<file path="src/rtl/fifo_rd_arb_pkg.sv">
// Shared types and parameter helpers for the FIFO read-port arbiter.
package fifo_rd_arb_pkg;

  typedef enum logic {
    ARB_IDLE  = 1'b0,
    ARB_GRANT = 1'b1
  } arb_state_e;

  localparam int unsigned NREQ_MIN  = 2;
  localparam int unsigned NREQ_MAX  = 16;
  localparam int unsigned BURST_MIN = 1;
  localparam int unsigned BURST_MAX = 16;

  // Burst counter must hold values 0..BURST.
  function automatic int unsigned CNTW(input int unsigned burst);
    return $clog2(burst + 1);
  endfunction

  function automatic bit params_ok(input int unsigned nreq, input int unsigned burst);
    return (nreq >= NREQ_MIN) && (nreq <= NREQ_MAX) &&
           (burst >= BURST_MIN) && (burst <= BURST_MAX);
  endfunction

endpackage

</file>
<file path="src/rtl/rr_pick.sv">
// Combinational round-robin picker: first set req bit searching upward from
// last+1, wrapping modulo NREQ.
module rr_pick #(
  parameter int unsigned NREQ = 4,
  parameter int unsigned LW   = $clog2(NREQ)
) (
  input  logic [NREQ-1:0] req,
  input  logic [LW-1:0]   last,
  output logic            valid,
  output logic [LW-1:0]   idx
);

  logic [LW-1:0] w_j;

  // Scan from the farthest candidate down so the nearest hit is assigned last.
  always_comb begin
    valid = 1'b0;
    idx   = '0;
    w_j   = '0;
    for (int k = int'(NREQ); k >= 1; k--) begin
      w_j = LW'((int'(last) + k) % int'(NREQ));
      if (req[w_j]) begin
        valid = 1'b1;
        idx   = w_j;
      end
    end
  end

endmodule

</file>
<file path="src/rtl/fifo_rd_arbiter.sv">
// Shares a sync FIFO read port among NREQ consumers with round-robin, bounded bursts.
// Define FIFO_RD_ARB_PRIO0_EN to let consumer 0 win every arbitration it requests.
module fifo_rd_arbiter
  import fifo_rd_arb_pkg::*;
#(
  parameter int unsigned ADDRSIZE = 4,
  parameter int unsigned DSIZE    = 8,
  parameter int unsigned NREQ     = 4,
  parameter int unsigned BURST    = 4
) (
  input  logic             rclk,
  input  logic             rrst,
  input  logic [NREQ-1:0]  req,
  input  logic [NREQ-1:0]  rdy,
  input  logic             rempty,
  input  logic [DSIZE-1:0] rdata,
  output logic             rinc,
  output logic [NREQ-1:0]  gnt,
  output logic [NREQ-1:0]  dvalid,
  output logic [DSIZE-1:0] dout
);

  localparam int unsigned LW = $clog2(NREQ);
  localparam int unsigned CW = CNTW(BURST);

  if (!params_ok(NREQ, BURST) || (ADDRSIZE == 0)) begin : g_param_err
    $error("fifo_rd_arbiter: NREQ, BURST or ADDRSIZE out of range");
  end

  arb_state_e      r_state, w_state_d;
  logic [NREQ-1:0] r_gnt, w_gnt_d;
  logic [LW-1:0]   r_cur, w_cur_d;
  logic [LW-1:0]   r_last, w_last_d;
  logic [CW-1:0]   r_cnt, w_cnt_d;

  logic            w_pick_valid;
  logic [LW-1:0]   w_pick_idx;
  logic [LW-1:0]   w_win_idx;
  logic [NREQ-1:0] w_win_oh;
  logic [NREQ-1:0] w_cur_oh;
  logic            w_dv;
  logic            w_xfer;
  logic            w_last_word;

  rr_pick #(
    .NREQ (NREQ),
    .LW   (LW)
  ) u_rr_pick (
    .req   (req),
    .last  (r_last),
    .valid (w_pick_valid),
    .idx   (w_pick_idx)
  );

`ifdef FIFO_RD_ARB_PRIO0_EN
  assign w_win_idx = req[0] ? '0 : w_pick_idx;
`else
  assign w_win_idx = w_pick_idx;
`endif

  always_comb begin
    w_win_oh            = '0;
    w_win_oh[w_win_idx] = 1'b1;
    w_cur_oh            = '0;
    w_cur_oh[r_cur]     = 1'b1;
  end

  // rempty gates the pop directly, so a word is never read past the last one.
  assign w_dv        = (r_state == ARB_GRANT) && !rempty && req[r_cur] && !rrst;
  assign w_xfer      = w_dv && rdy[r_cur];
  assign w_last_word = (r_cnt == CW'(BURST - 1));

  assign rinc   = w_xfer;
  assign dvalid = w_dv ? w_cur_oh : '0;
  assign gnt    = r_gnt;
  assign dout   = rdata;

  always_comb begin
    w_state_d = r_state;
    w_gnt_d   = r_gnt;
    w_cur_d   = r_cur;
    w_last_d  = r_last;
    w_cnt_d   = r_cnt;
    unique case (r_state)
      ARB_IDLE: begin
        if (!rempty && w_pick_valid) begin
          w_state_d = ARB_GRANT;
          w_gnt_d   = w_win_oh;
          w_cur_d   = w_win_idx;
          w_cnt_d   = '0;
        end
      end
      ARB_GRANT: begin
        if (w_xfer) begin
          w_cnt_d = r_cnt + 1'b1;
        end
        // A pop in the exit cycle still completes; only the grant is released.
        if ((w_xfer && w_last_word) || !req[r_cur] || rempty) begin
          w_state_d = ARB_IDLE;
          w_gnt_d   = '0;
          w_last_d  = r_cur;
          w_cnt_d   = '0;
        end
      end
      default: w_state_d = ARB_IDLE;
    endcase
  end

  always_ff @(posedge rclk) begin
    if (rrst) begin
      r_state <= ARB_IDLE;
      r_gnt   <= '0;
      r_cur   <= '0;
      r_last  <= LW'(NREQ - 1);
      r_cnt   <= '0;
    end else begin
      r_state <= w_state_d;
      r_gnt   <= w_gnt_d;
      r_cur   <= w_cur_d;
      r_last  <= w_last_d;
      r_cnt   <= w_cnt_d;
    end
  end

endmodule

</file>
<file path="config.mk">
export PLATFORM = sky130hd
export DESIGN_NAME = fifo_rd_arbiter
export DESIGN_NICKNAME = d
export VERILOG_FILES = /design/src/rtl/fifo_rd_arb_pkg.sv /design/src/rtl/rr_pick.sv /design/src/rtl/fifo_rd_arbiter.sv
export SDC_FILE = /design/constraint.sdc
export NUM_CORES = 1
export LEC_CHECK = 0
export ABC_AREA = 1
export CORE_ASPECT_RATIO = 0.6
export CORE_UTILIZATION = 25
export DETAILED_ROUTE_END_ITERATION = 16
export PLACE_DENSITY_LB_ADDON = 0.3
export SETUP_SLACK_MARGIN = 0.5
export SLEW_MARGIN = 15
export SYNTH_ARGS = -nofsm -noshare
export SYNTH_HDL_FRONTEND = slang
export SYNTH_HIERARCHICAL = 1
export SYNTH_SLANG_ARGS = --single-unit
export TNS_END_PERCENT = 20
</file>
<file path="constraint.sdc">
create_clock -name rclk -period 1.58 [get_ports rclk]
set_clock_uncertainty 0.05 [all_clocks]
set_input_delay 0.316 -clock rclk [delete_from_list [all_inputs] [get_ports rclk]]
set_output_delay 0.316 -clock rclk [all_outputs]
set_load 0.05 [all_outputs]
</file>
==> run_summary.xml <==
<?xml version="1.0" encoding="UTF-8"?>
<metrics>
  <group name="drt">
    <metric name="drt-wirelength-per-cell" unit="microns">10.04</metric>
    <metric name="routed_via_density" unit="">4.148</metric>
    <metric name="route.antenna.remaining_nets" unit="">0</metric>
    <metric name="drt_iter0_drc" unit="">37</metric>
    <metric name="route.vias.total" unit="">1124</metric>
    <metric name="post_route_drc_violation_count" unit="">0</metric>
    <metric name="drt_pre_antenna_iters" unit="">4</metric>
    <metric name="routed_wl" unit="microns">2720</metric>
  </group>
  <group name="power_and_ir_drop">
    <metric name="power_per_cell_area" unit="nW/um^2">720.1</metric>
    <metric name="leakage" unit="nW">0.8577</metric>
    <metric name="vdd_ir_drop_max" unit="V">0.0004597</metric>
    <metric name="finalPower" unit="mW">1.333</metric>
  </group>
  <group name="final_layout">
    <metric name="post_route_cells_drive_above_1_share" unit="">0.5118</metric>
    <metric name="stdcell_area" unit="sq um">1851</metric>
    <metric name="antennaDiodeCount" unit="">0</metric>
    <metric name="flow.area_growth_from_synthesis" unit="%">69.80</metric>
    <metric name="layout.core_utilization" unit="">0.4466</metric>
    <metric name="final_net_count" unit="">234</metric>
    <metric name="finish.cell_count_without_fillers" unit="">271</metric>
    <metric name="num-fill-cells" unit="">438</metric>
  </group>
  <group name="synthesis">
    <metric name="syn-mean-instance-area" unit="sq um">6.487</metric>
    <metric name="portion_of_the_post_synthesis_area_used_by_sequential_elements" unit="">0.2204</metric>
    <metric name="synth_area" unit="sq um">1090</metric>
    <metric name="synth_enable_flop_cells" unit="">0</metric>
    <metric name="ys.warnings.count" unit="">6</metric>
    <metric name="synth_ff_type" unit="">dfxtp_1</metric>
    <metric name="synthTopCellsByArea" unit="">dfxtp_1, nand2_1, nand2_2</metric>
    <metric name="yosys.area.top_type_share" unit="">0.2204</metric>
    <metric name="ys_seq_elements" unit="">12</metric>
    <metric name="yosys.cell_types.count" unit="">31</metric>
    <metric name="async_flop_share" unit="">0</metric>
    <metric name="area_leader_netlist" unit="">dfxtp_1</metric>
    <metric name="synth_cells" unit="">168</metric>
    <metric name="synthesis.nets" unit="">189</metric>
  </group>
  <group name="placement">
    <metric name="port_buffers" unit="">19</metric>
    <metric name="hpwl" unit="microns">2093</metric>
    <metric name="number_of_placed_cells_counting_well_taps" unit="">259</metric>
    <metric name="place.gp.congestion" unit="">0.7733</metric>
    <metric name="dpl-instance-area" unit="sq um">1608</metric>
  </group>
  <group name="sta">
    <metric name="min_period_over_period" unit="">1.147</metric>
    <metric name="setup-tns-final" unit="ns">-1.839</metric>
    <metric name="timing.fmax" unit="MHz">551.8</metric>
    <metric name="relSlewSlack" unit="">0.8277</metric>
    <metric name="final_hold_viol_count" unit="">0</metric>
    <metric name="slew_viol_final" unit="">0</metric>
    <metric name="grt_setup_unrepaired" unit="">true</metric>
    <metric name="setup-violations-final" unit="">14</metric>
    <metric name="worst_pin_slew" unit="ns">0.2581</metric>
    <metric name="post-route-min-period" unit="ns">1.812</metric>
    <metric name="setup_slack" unit="ns">-0.2321</metric>
  </group>
  <group name="cts">
    <metric name="cts_tree" unit="">built</metric>
    <metric name="tritoncts.num_buffers" unit="">3</metric>
    <metric name="htreeDepth" unit="">1</metric>
    <metric name="cts_root_buffer" unit="">clkbuf_8</metric>
    <metric name="worst_skew_pair.late_latency" unit="ns">0.24</metric>
    <metric name="cts_hold_buffers" unit="">0</metric>
    <metric name="clkSinkCount" unit="">12</metric>
    <metric name="ctsLongestPathBuffers" unit="">2</metric>
    <metric name="clk_transition_reported_paths" unit="ns">0.05</metric>
  </group>
  <group name="grt">
    <metric name="via_count_of_the_first_global_routing_pass" unit="">1063</metric>
    <metric name="grt_antenna_before_repair" unit="">0</metric>
    <metric name="first_pass_grt_wire_length" unit="microns">4705</metric>
    <metric name="grt_start_max_net_pins" unit="">8</metric>
    <metric name="grt.overflow.total" unit="">0</metric>
    <metric name="grt_usage" unit="">0.1336</metric>
  </group>
  <group name="die">
    <metric name="io_pins" unit="">36</metric>
    <metric name="floorplan.initialDensity" unit="">0.2630</metric>
    <metric name="core_region_area" unit="sq um">4144</metric>
    <metric name="core.rowCount" unit="">18</metric>
    <metric name="die_y" unit="microns">53.14</metric>
    <metric name="width_of_the_die" unit="microns">87.24</metric>
    <metric name="design.die.area" unit="sq um">4636</metric>
  </group>
  <group name="critical_path">
    <metric name="crit_slowest_cell" unit="">dfxtp_4</metric>
    <metric name="critical_path.endpoint_type" unit="">primary output</metric>
    <metric name="critical_path_peak_fanout" unit="">5</metric>
    <metric name="timing.critical_path.buf_inv" unit="">3</metric>
    <metric name="worst_ep_arrival_time" unit="ns">1.45</metric>
    <metric name="crit_type" unit="">reg -&gt; out</metric>
    <metric name="worstPathCellList" unit="">buf_12 -&gt; clkinv_8 -&gt; nand2_4 -&gt; nand2_2 -&gt; nand2_2 -&gt; nand2_4 -&gt; nand2_8 -&gt; nor3_4 -&gt; buf_12</metric>
    <metric name="worst-endpoint-required" unit="ns">1.21</metric>
    <metric name="critical_path_source_type" unit="">flop</metric>
    <metric name="cp_top_family" unit="">simple AND/OR/NAND/NOR gates</metric>
    <metric name="timing.critical_path.slowest_cell_delay" unit="ns">0.36</metric>
  </group>
  <group name="status">
    <metric name="outcome" unit="">finished, violations left</metric>
    <metric name="failed_checks" unit="">setup timing</metric>
  </group>
  <group name="worst_hold_path">
    <metric name="worst_hold_path_type" unit="">reg -&gt; reg</metric>
  </group>
  <group name="job">
    <metric name="cap_viol_max_count" unit="">0</metric>
  </group>
</metrics>
power breakdown:
group | switching [mW] | internal [mW] | leakage (nW)
registers | 0.0323 | 0.332 | 0.0986
clock network | 0.114 | 0.168 | 0.0216
logic | 0.358 | 0.327 | 0.738
total | 0.505 | 0.828 | 0.858
what timing repair did:
item | 4_1_cts | 5_1_grt
buffers inserted | 7 | 2
pin swaps | 12 | 14
setup endpoints to repair | 21 | 21
gates resized for setup | 18 | 26
cloned | 0 | 0
cells by family after synthesis:
| family | after synthesis | share of synthesized area |
|---|---|---|
| simple gates | 104 | 0.4833 |
| buf+inv | 36 | 0.1860 |
| compound gates | 14 | 0.08725 |
| flops | 12 | 0.2204 |
| fa+ha+maj | 2 | 0.02296 |
flip-flops by register name, summed over array words and instances (netlist names):
name,count
r_cnt,3
r_state,1
r_cur,2
gnt,4
r_last,2
worst paths after layout:
check | start | end | slack [ns] | cells after the start
setup / recovery | r_cur[0]$_SDFFE_PP0P_ | dvalid[3] | -0.23 | 9
hold / removal | r_cnt[0]$_SDFFE_PP0P_ | r_cnt[0]$_SDFFE_PP0P_ | 0.43 | 2
setup reg to reg | r_cur[0]$_SDFFE_PP0P_ | r_cnt[0]$_SDFFE_PP0P_ | -0.12 | 14
hold reg to reg | r_cnt[0]$_SDFFE_PP0P_ | r_cnt[0]$_SDFFE_PP0P_ | 0.43 | 2
metrics by stage:
stage | hold WS, ns | setup WS (ns)
final | 0.4265 | -0.2321
after global routing | 0.4726 | -0.3215
after CTS | 0.4286 | -0.3312
after detailed placement | 0.4196 | -0.5195
after global placement | 0.4073 | -0.5103
after floorplan | 0.3882 | -0.1362
layout by cell type, fill, tap and decap left out, drive strengths merged:
cell / count
inv: 22
and2: 1
dlygate4sd2: 6
nor3: 7
clkinv: 2
nand4: 3
clkdlybuf4s50: 4
a21boi: 1
nor2: 12
o21ai: 4
ha: 2
nand3: 12
dfxtp: 12
a21oi: 9
nand2: 69
buf: 42
clkbuf: 3
synth_stat cells, types with 2 or more instances:
master,n
o21ai_2,2
nor2_2,2
ha_1,2
nor2_1,9
inv_2,4
buf_6,2
buf_4,9
nand2_2,12
dfxtp_1,12
nand2_4,3
nand2_1,54
nand3_1,10
a21oi_1,7
inv_1,17
nor3_1,6
nand4_1,2
per-layer routing:
metal | track usage | vias to the layer above | share of wire | routed length, microns
met3 | 0.04524 | 0 | 0.050 | 135
li1 | - | 606 | - | -
met2 | 0.2087 | 23 | 0.40 | 1084
met1 | 0.1855 | 495 | 0.55 | 1500
met5 | 0 | - | 0 | 0
met4 | 0.008197 | 0 | 0 | 0
worst reg2reg max path, cell delays in order (launching register included):
cell and delay [ns]:
dfxtp_4 0.37, buf_12 0.11, clkinv_8 0.05, nand2_2 0.05, nand2_2 0.04, nand2_2 0.07
nand2_4 0.08, buf_4 0.15, buf_4 0.13, nand2_4 0.09, nor2_4 0.05, a21oi_4 0.17
nand2_1 0.07, nand2_1 0.06, a21oi_1 0.04
final cells by class:
| class | instances | area (sq um) | share of cell area |
|---|---|---|---|
| clock buffers | 3 | 41.29 | 0.02231 |
| inverters | 24 | 115.1 | 0.06220 |
| multi-input cells | 120 | 804.5 | 0.4348 |
| flip-flops and latches | 12 | 249.0 | 0.1346 |
| well taps | 60 | 75.07 | 0.04057 |
| repair buffers | 52 | 565.5 | 0.3056 |
No activity file was read; power rests on OpenSTA's default activity.
